## src/rtl/pc_trap_unit_if.sv

```systemverilog
// Bus between control unit / branch-address generator and pc_trap_unit.
// master = control side driving selects and targets, slave = PC/trap unit.
interface pc_trap_unit_if #(
  parameter int XLEN  = 32,
  parameter int CNT_W = 16
);
  logic             PC_WRITE;
  logic [2:0]       PC_SOURCE;
  logic [XLEN-1:0]  JAL;
  logic [XLEN-1:0]  BRANCH;
  logic [XLEN-1:0]  JALR;
  logic [XLEN-1:0]  MTVEC;
  logic             INTR;
  logic             INTR_EN;
  logic [XLEN-1:0]  PC_ADDRESS;
  logic [XLEN-1:0]  ADDR_INC_OUT;
  logic [XLEN-1:0]  EPC;
  logic             IN_TRAP;
  logic             INT_TAKEN;
  logic             PC_VALID;
  logic [CNT_W-1:0] RET_CNT;
  logic             MISALIGN;

  modport master (
    output PC_WRITE, PC_SOURCE, JAL, BRANCH, JALR, MTVEC, INTR, INTR_EN,
    input  PC_ADDRESS, ADDR_INC_OUT, EPC, IN_TRAP, INT_TAKEN, PC_VALID,
           RET_CNT, MISALIGN
  );

  modport slave (
    input  PC_WRITE, PC_SOURCE, JAL, BRANCH, JALR, MTVEC, INTR, INTR_EN,
    output PC_ADDRESS, ADDR_INC_OUT, EPC, IN_TRAP, INT_TAKEN, PC_VALID,
           RET_CNT, MISALIGN
  );
endinterface

```

## src/rtl/pc_trap_unit.sv

```systemverilog
// Program counter with next-PC select, machine-mode trap/interrupt entry and MRET.
// Optional macro PC_MISALIGN_EN turns misaligned non-trap targets into synchronous traps.
module pc_trap_unit #(
  parameter int              XLEN        = 32,
  parameter logic [XLEN-1:0] RESET_VEC   = 32'h0000_0000,
  parameter logic [XLEN-1:0] ILLEGAL_VEC = 32'h0000_0BAD,
  parameter int              INC         = 4,
  parameter int              CNT_W       = 16
) (
  input logic           CLK,
  input logic           RST_N,
  pc_trap_unit_if.slave bus
);

  typedef enum logic [1:0] {
    BOOT = 2'd0,
    RUN  = 2'd1,
    TRAP = 2'd2
  } state_t;

  state_t           state_q;
  state_t           state_d;

  logic [XLEN-1:0]  pc_q;
  logic [XLEN-1:0]  epc_q;
  logic [XLEN-1:0]  pc_inc;
  logic [XLEN-1:0]  mux_out;
  logic             pending_q;
  logic             pending_d;
  logic [CNT_W-1:0] ret_cnt_q;
  logic             int_taken_q;

  logic             write_en;
  logic             misalign_hit;
  logic             sync_trap;
  logic             intr_req;
  logic             take_int;
  logic             mret_exit;

  assign pc_inc = pc_q + XLEN'(INC);

  always_comb begin
    mux_out = pc_inc;
    case (bus.PC_SOURCE)
      3'b000:  mux_out = epc_q;
      3'b001:  mux_out = bus.MTVEC;
      3'b010:  mux_out = bus.JAL;
      3'b011:  mux_out = bus.BRANCH;
      3'b100:  mux_out = {bus.JALR[XLEN-1:1], 1'b0};
      3'b101:  mux_out = pc_inc;
      default: mux_out = ILLEGAL_VEC;
    endcase
  end

  // A synchronous trap (explicit or misalignment) always outranks the interrupt.
  always_comb begin
    write_en = bus.PC_WRITE && (state_q != BOOT);
`ifdef PC_MISALIGN_EN
    misalign_hit = write_en && (bus.PC_SOURCE != 3'b001) && (mux_out[1:0] != 2'b00);
`else
    misalign_hit = 1'b0;
`endif
    sync_trap = write_en && ((bus.PC_SOURCE == 3'b001) || misalign_hit);
    intr_req  = (bus.INTR || pending_q) && bus.INTR_EN;
    take_int  = write_en && (state_q == RUN) && !sync_trap && intr_req;
    mret_exit = write_en && (state_q == TRAP) && !sync_trap && (bus.PC_SOURCE == 3'b000);
  end

  always_comb begin
    pending_d = pending_q;
    case (state_q)
      BOOT: pending_d = pending_q | bus.INTR;
      RUN: begin
        if (take_int) begin
          pending_d = 1'b0;
        end else if (write_en) begin
          pending_d = pending_q | bus.INTR;
        end
      end
      TRAP:    pending_d = pending_q | bus.INTR;
      default: pending_d = pending_q;
    endcase
  end

  always_ff @(posedge CLK or negedge RST_N) begin
    if (!RST_N) begin
      state_q <= BOOT;
    end else begin
      state_q <= state_d;
    end
  end

  always_comb begin
    state_d = state_q;
    case (state_q)
      BOOT: state_d = RUN;
      RUN: begin
        if (sync_trap || take_int) begin
          state_d = TRAP;
        end
      end
      TRAP: begin
        if (mret_exit) begin
          state_d = RUN;
        end
      end
      default: state_d = BOOT;
    endcase
  end

  always_comb begin
    bus.IN_TRAP  = (state_q == TRAP);
    bus.PC_VALID = (state_q != BOOT);
  end

  // Trap entry saves the faulting PC; interrupt entry saves where execution would have gone.
  always_ff @(posedge CLK or negedge RST_N) begin
    if (!RST_N) begin
      pc_q        <= RESET_VEC;
      epc_q       <= '0;
      pending_q   <= 1'b0;
      ret_cnt_q   <= '0;
      int_taken_q <= 1'b0;
    end else begin
      pending_q   <= pending_d;
      int_taken_q <= take_int;
      if (write_en) begin
        ret_cnt_q <= ret_cnt_q + 1'b1;
        if (sync_trap) begin
          epc_q <= pc_q;
          pc_q  <= bus.MTVEC;
        end else if (take_int) begin
          epc_q <= mux_out;
          pc_q  <= bus.MTVEC;
        end else begin
          pc_q  <= mux_out;
        end
      end
    end
  end

`ifdef PC_MISALIGN_EN
  logic misalign_q;

  always_ff @(posedge CLK or negedge RST_N) begin
    if (!RST_N) begin
      misalign_q <= 1'b0;
    end else begin
      misalign_q <= misalign_hit;
    end
  end

  assign bus.MISALIGN = misalign_q;
`else
  assign bus.MISALIGN = 1'b0;
`endif

  assign bus.PC_ADDRESS   = pc_q;
  assign bus.ADDR_INC_OUT = pc_inc;
  assign bus.EPC          = epc_q;
  assign bus.INT_TAKEN    = int_taken_q;
  assign bus.RET_CNT      = ret_cnt_q;

endmodule

```

## src/flat_wrapper.sv

```systemverilog
// flat-port wrapper written by rule: the top's interface ports become plain ports
module pc_trap_unit_flat 
#(
  parameter int              XLEN        = 32,
  parameter logic [XLEN-1:0] RESET_VEC   = 32'h0000_0000,
  parameter logic [XLEN-1:0] ILLEGAL_VEC = 32'h0000_0BAD,
  parameter int              INC         = 4,
  parameter int              CNT_W       = 16
)
  (CLK, RST_N, bus_PC_WRITE, bus_PC_SOURCE, bus_JAL, bus_BRANCH, bus_JALR, bus_MTVEC, bus_INTR, bus_INTR_EN, bus_PC_ADDRESS, bus_ADDR_INC_OUT, bus_EPC, bus_IN_TRAP, bus_INT_TAKEN, bus_PC_VALID, bus_RET_CNT, bus_MISALIGN);
  pc_trap_unit_if #(.XLEN(XLEN), .CNT_W(CNT_W)) bus_i ();
  input logic CLK;
  input logic RST_N;
  input wire logic [$bits(bus_i.PC_WRITE)-1:0] bus_PC_WRITE;
  input wire logic [$bits(bus_i.PC_SOURCE)-1:0] bus_PC_SOURCE;
  input wire logic [$bits(bus_i.JAL)-1:0] bus_JAL;
  input wire logic [$bits(bus_i.BRANCH)-1:0] bus_BRANCH;
  input wire logic [$bits(bus_i.JALR)-1:0] bus_JALR;
  input wire logic [$bits(bus_i.MTVEC)-1:0] bus_MTVEC;
  input wire logic [$bits(bus_i.INTR)-1:0] bus_INTR;
  input wire logic [$bits(bus_i.INTR_EN)-1:0] bus_INTR_EN;
  output wire logic [$bits(bus_i.PC_ADDRESS)-1:0] bus_PC_ADDRESS;
  output wire logic [$bits(bus_i.ADDR_INC_OUT)-1:0] bus_ADDR_INC_OUT;
  output wire logic [$bits(bus_i.EPC)-1:0] bus_EPC;
  output wire logic [$bits(bus_i.IN_TRAP)-1:0] bus_IN_TRAP;
  output wire logic [$bits(bus_i.INT_TAKEN)-1:0] bus_INT_TAKEN;
  output wire logic [$bits(bus_i.PC_VALID)-1:0] bus_PC_VALID;
  output wire logic [$bits(bus_i.RET_CNT)-1:0] bus_RET_CNT;
  output wire logic [$bits(bus_i.MISALIGN)-1:0] bus_MISALIGN;
  assign bus_i.PC_WRITE = bus_PC_WRITE;
  assign bus_i.PC_SOURCE = bus_PC_SOURCE;
  assign bus_i.JAL = bus_JAL;
  assign bus_i.BRANCH = bus_BRANCH;
  assign bus_i.JALR = bus_JALR;
  assign bus_i.MTVEC = bus_MTVEC;
  assign bus_i.INTR = bus_INTR;
  assign bus_i.INTR_EN = bus_INTR_EN;
  assign bus_PC_ADDRESS = bus_i.PC_ADDRESS;
  assign bus_ADDR_INC_OUT = bus_i.ADDR_INC_OUT;
  assign bus_EPC = bus_i.EPC;
  assign bus_IN_TRAP = bus_i.IN_TRAP;
  assign bus_INT_TAKEN = bus_i.INT_TAKEN;
  assign bus_PC_VALID = bus_i.PC_VALID;
  assign bus_RET_CNT = bus_i.RET_CNT;
  assign bus_MISALIGN = bus_i.MISALIGN;
  pc_trap_unit #(.XLEN(XLEN), .RESET_VEC(RESET_VEC), .ILLEGAL_VEC(ILLEGAL_VEC), .INC(INC), .CNT_W(CNT_W)) u_core (.CLK(CLK), .RST_N(RST_N), .bus(bus_i));
endmodule
```

## config.mk

```make
export PLATFORM = sky130hd
export DESIGN_NAME = pc_trap_unit_flat
export DESIGN_NICKNAME = d
export VERILOG_FILES = /design/src/rtl/pc_trap_unit_if.sv /design/src/rtl/pc_trap_unit.sv /design/src/flat_wrapper.sv
export SDC_FILE = /design/constraint.sdc
export NUM_CORES = 1
export LEC_CHECK = 0
export BUFFER_PORTS_ARGS = -buffer_cell sky130_fd_sc_hd__clkbuf_2
export CORE_AREA = 2 2 133 135
export CTS_CLUSTER_DIAMETER = 30
export DETAILED_ROUTE_END_ITERATION = 6
export DIE_AREA = 0 0 135 137
export PLACE_DENSITY_LB_ADDON = 0.05
export SYNTH_ARGS = -nofsm -noshare
export SYNTH_HDL_FRONTEND = slang
export SYNTH_SLANG_ARGS = --single-unit
```

## constraint.sdc

```tcl
create_clock -name CLK -period 5 [get_ports CLK]
set_input_delay 1.25 -clock CLK [delete_from_list [all_inputs] [get_ports CLK]]
set_output_delay 1.25 -clock CLK [all_outputs]
set_load 0.02 [all_outputs]
```

==> results.cfg <==
[synth]
synth_top_area_share_pct = 36.0
synth-seq-area-share_pct = 36.0
yosys.area.top_type = dfrtp_1
synthDistinctLibCells = 56
synthFlopType = dfrtp_1
synth_nets = 816
yosysWarnings = 0
syn_area_um2 = 5830
synthArstFlopShare_pct = 100
avgSynthCellArea_um2 = 8.60
synth_edf_count = 0
synth_cells = 678
ys_ff_latch = 84
synthTopCellsByArea = dfrtp_1, a22oi_1, o21ai_0

[floorplan]
die_w_um = 135
initial_core_util_pct = 34.2
die_area_um2 = 18500
rows = 48
die_h_um = 137
io-pin-count = 252
core_area_um2 = 17100

[final_layout]
multi_input_area_um2 = 3460
drive_gt1_share_pct = 35.8
areaGrowthSynthToFinish_pct = 30.3
fin_area_um2 = 7600
antennaDiodeCount = 0
seq_area_um2 = 2100
finalNetCount = 1034
finalNonFillerCells = 1126
fill_cells = 1763
post-route-util_pct = 44.6

[setup_path]
rrSetupSlack_ns = 1.62
slowest_stage = or4_4
critPathMaxFanout = 10
cp-start-kind = flip-flop
endpoint_kind = output pin
slowest_delay_ns = 0.61
rr_startpoint = u_core.state_q[0]$_DFFE_PN0P_
crit_type = flip-flop to output pin
crit_required_ns = 3.75
critical_path.cell_chain = nand3_1, or4_4, nor4_2, xor2_1, clkbuf_2
ff2ff_path_depth = 5
r2r_end = u_core.bus.PC_ADDRESS[22]$_DFFE_PN0P_
crit_arrival_ns = 2.75
crit_end = bus_ADDR_INC_OUT[31]
cp-startpoint = u_core.bus.PC_ADDRESS[7]$_DFFE_PN0P_

[timing]
finClkSkew_ns = 0.0114
fin_ws_ns = 1.00
period_share_pct = 79.9
fmax_mhz = 250
fin_hold_ws_ns = 0.477
worst_slew_pin_slew_ns = 1.13
period_minus_slack_ns = 4.00
setup_viol = 0
setup_tns_ns = 0
relSlewSlack_pct = 24.3
rsz0062_at_grt = no
finalMaxSlewViolations = 0
final_hold_viol_count = 0

[power_and_ir_drop]
switchingPower_mw = 2.14
total_power_mw = 4.32
internal_power_mw = 2.17
p_leak_nw = 3.58
ir_drop_mv = 0.252
power_density_nw_per_um2 = 568
sw_frac_of_total_pct = 49.7
power_frac_comb_pct = 49.7
power_frac_seq_pct = 32.9
pwr-share-clk_pct = 17.4

[placement]
gp_congestion = 0.851
dp_hpwl_mm = 17.3
placed_area_um2 = 7280
pre_cts_ws_ns = 0.717
dpl.cell_count = 1110
io_buffers = 249

[clock_network]
h-tree-depth = 3
hold_buffers = 0
tritoncts = built
clock_latency_ns = 0.35
cts_post_setup_buffers_inserted = 0
cts_sinks = 84
clockBufferDepth = 2
path_clk_slew_ns = 0.07
cts.repair.resized = 0
root_buffer = clkbuf_16
numCtsBuffers = 9

[detailed_routing]
drtIter0Drc = 464
drc_errors = 0
vias = 6442
wirelength_mm = 24.6
wl_per_cell_um = 21.8
routed_via_density = 5.72
ant_nets = 0
first_pass_iters = 7

[flow_run]
maxCapViolations = 0

[min_path]
min_path_type = flip-flop to flip-flop
hold_depth = 1
worstHoldStart = u_core.bus.RET_CNT[15]$_DFFE_PN0P_

[grt]
grt_start_max_net_pins = 54
track_usage_pct = 26.5
grt_pass1_vias = 6187
grt-ovfl-total = 0
antenna_found_initial = 0
grt_pass1_wl_mm = 37.0

[run_status]
status = finished clean
==> Yosys cell counts, types with 9 or more instances <==
| cell type | number |
|---|---|
| nand3_1 | 29 |
| nand2_1 | 73 |
| o22ai_1 | 27 |
| xor2_1 | 14 |
| o21ai_0 | 59 |
| mux2_2 | 14 |
| a21oi_1 | 36 |
| nand4_1 | 13 |
| a22oi_1 | 48 |
| clkbuf_1 | 41 |
| dfrtp_1 | 84 |
| xnor2_1 | 27 |
| inv_1 | 10 |
| and3_1 | 9 |
| a21o_1 | 10 |
| nor2_1 | 45 |
| mux2i_1 | 16 |
==> per-layer routing <==
layer | routed length, µm | global-route usage (%) | share of wire (%)
met1 | 11100 | 37.1 | 45
met2 | 11300 | 41.9 | 46
met3 | 1690 | 4.63 | 6.9
met4 | 441 | 7.64 | 1.8
met5 | 0 | 0 | 0
==> area by class of cell <==
class,instances,share of cell area (%)
flip-flops and latches,84,27.6
clock buffers,9,2.96
well taps,225,3.70
repair buffers,268,18.3
inverters,11,0.543
multi-input cells,522,45.5
clock inverters,7,1.30
==> cells by family (layout without fill, tap and decap cells) <==
family / Yosys count / count (layout) / synth area share, %
muxes: 38 / 38 / 8.54
and+or+nand+nor: 202 / 202 / 17.1
AOI/OAI and AO/OA: 237 / 237 / 26.3
buffers and inverters: 72 / 295 / 5.06
other: 1 / 1 / 0.0643
adders and majority gates: 2 / 2 / 0.429
xor gates and xnor gates: 42 / 42 / 6.44
DFF: 84 / 84 / 36.0
==> power by group through the flow <==
stage	Combinational [mW]	Sequential (mW)	Clock [mW]
global route	2.32	1.48	0.792
finish	2.15	1.42	0.750
floorplan	1.11	1.60	0
global placement	2.12	1.41	0
CTS	2.16	1.41	0.764
detailed placement	2.15	1.43	0
==> worst min-delay path by stage <==
stage / to
final: u_core.bus.RET_CNT[15]$_DFFE_PN0P_
after global routing: u_core.bus.RET_CNT[15]$_DFFE_PN0P_
after CTS: u_core.bus.RET_CNT[15]$_DFFE_PN0P_
after detailed placement: u_core.bus.RET_CNT[15]$_DFFE_PN0P_
after global placement: u_core.bus.RET_CNT[15]$_DFFE_PN0P_
after floorplan: u_core.pending_q$_DFFE_PN0P_
==> registers in the layout (all words and copies together) (netlist names) <==
signal                 count
u_core.bus.PC_ADDRESS     32
u_core.bus.EPC            32
u_core.pending_q           1
u_core.state_q             2
u_core.bus.INT_TAKEN       1
u_core.bus.RET_CNT        16
==> critical path: cells and delay by family (launching register included) <==
family / cells / cell delay (ns)
buffers and inverters: 1 / 0.21
and+or+nand+nor: 3 / 1.37
xor gates and xnor gates: 1 / 0.24
DFF: 1 / 0.58
==> placed cells by master, fill, tap and decap left out, types with 3 or more instances in the layout <==
cell,n
and2_1,4
nor3_1,7
mux2_2,14
nor2b_1,3
clkbuf_16,9
nand3_1,29
a211oi_1,5
o22ai_1,27
and4_1,5
nor2_1,42
a21o_1,10
xor2_1,14
buf_4,20
nand2_1,72
mux4_2,8
dfrtp_1,84
a22o_1,5
inv_1,10
a31oi_1,8
mux2i_1,16
o211ai_1,7
or4_1,3
and3_1,9
xnor2_1,27
a221oi_1,6
o22a_1,4
a21boi_0,3
a22oi_1,48
a21oi_1,36
nor2_2,3
o21a_1,3
o21ai_0,59
clkbuf_2,248
nand4_1,13
Note: power is estimated with default switching activity, not from simulation.
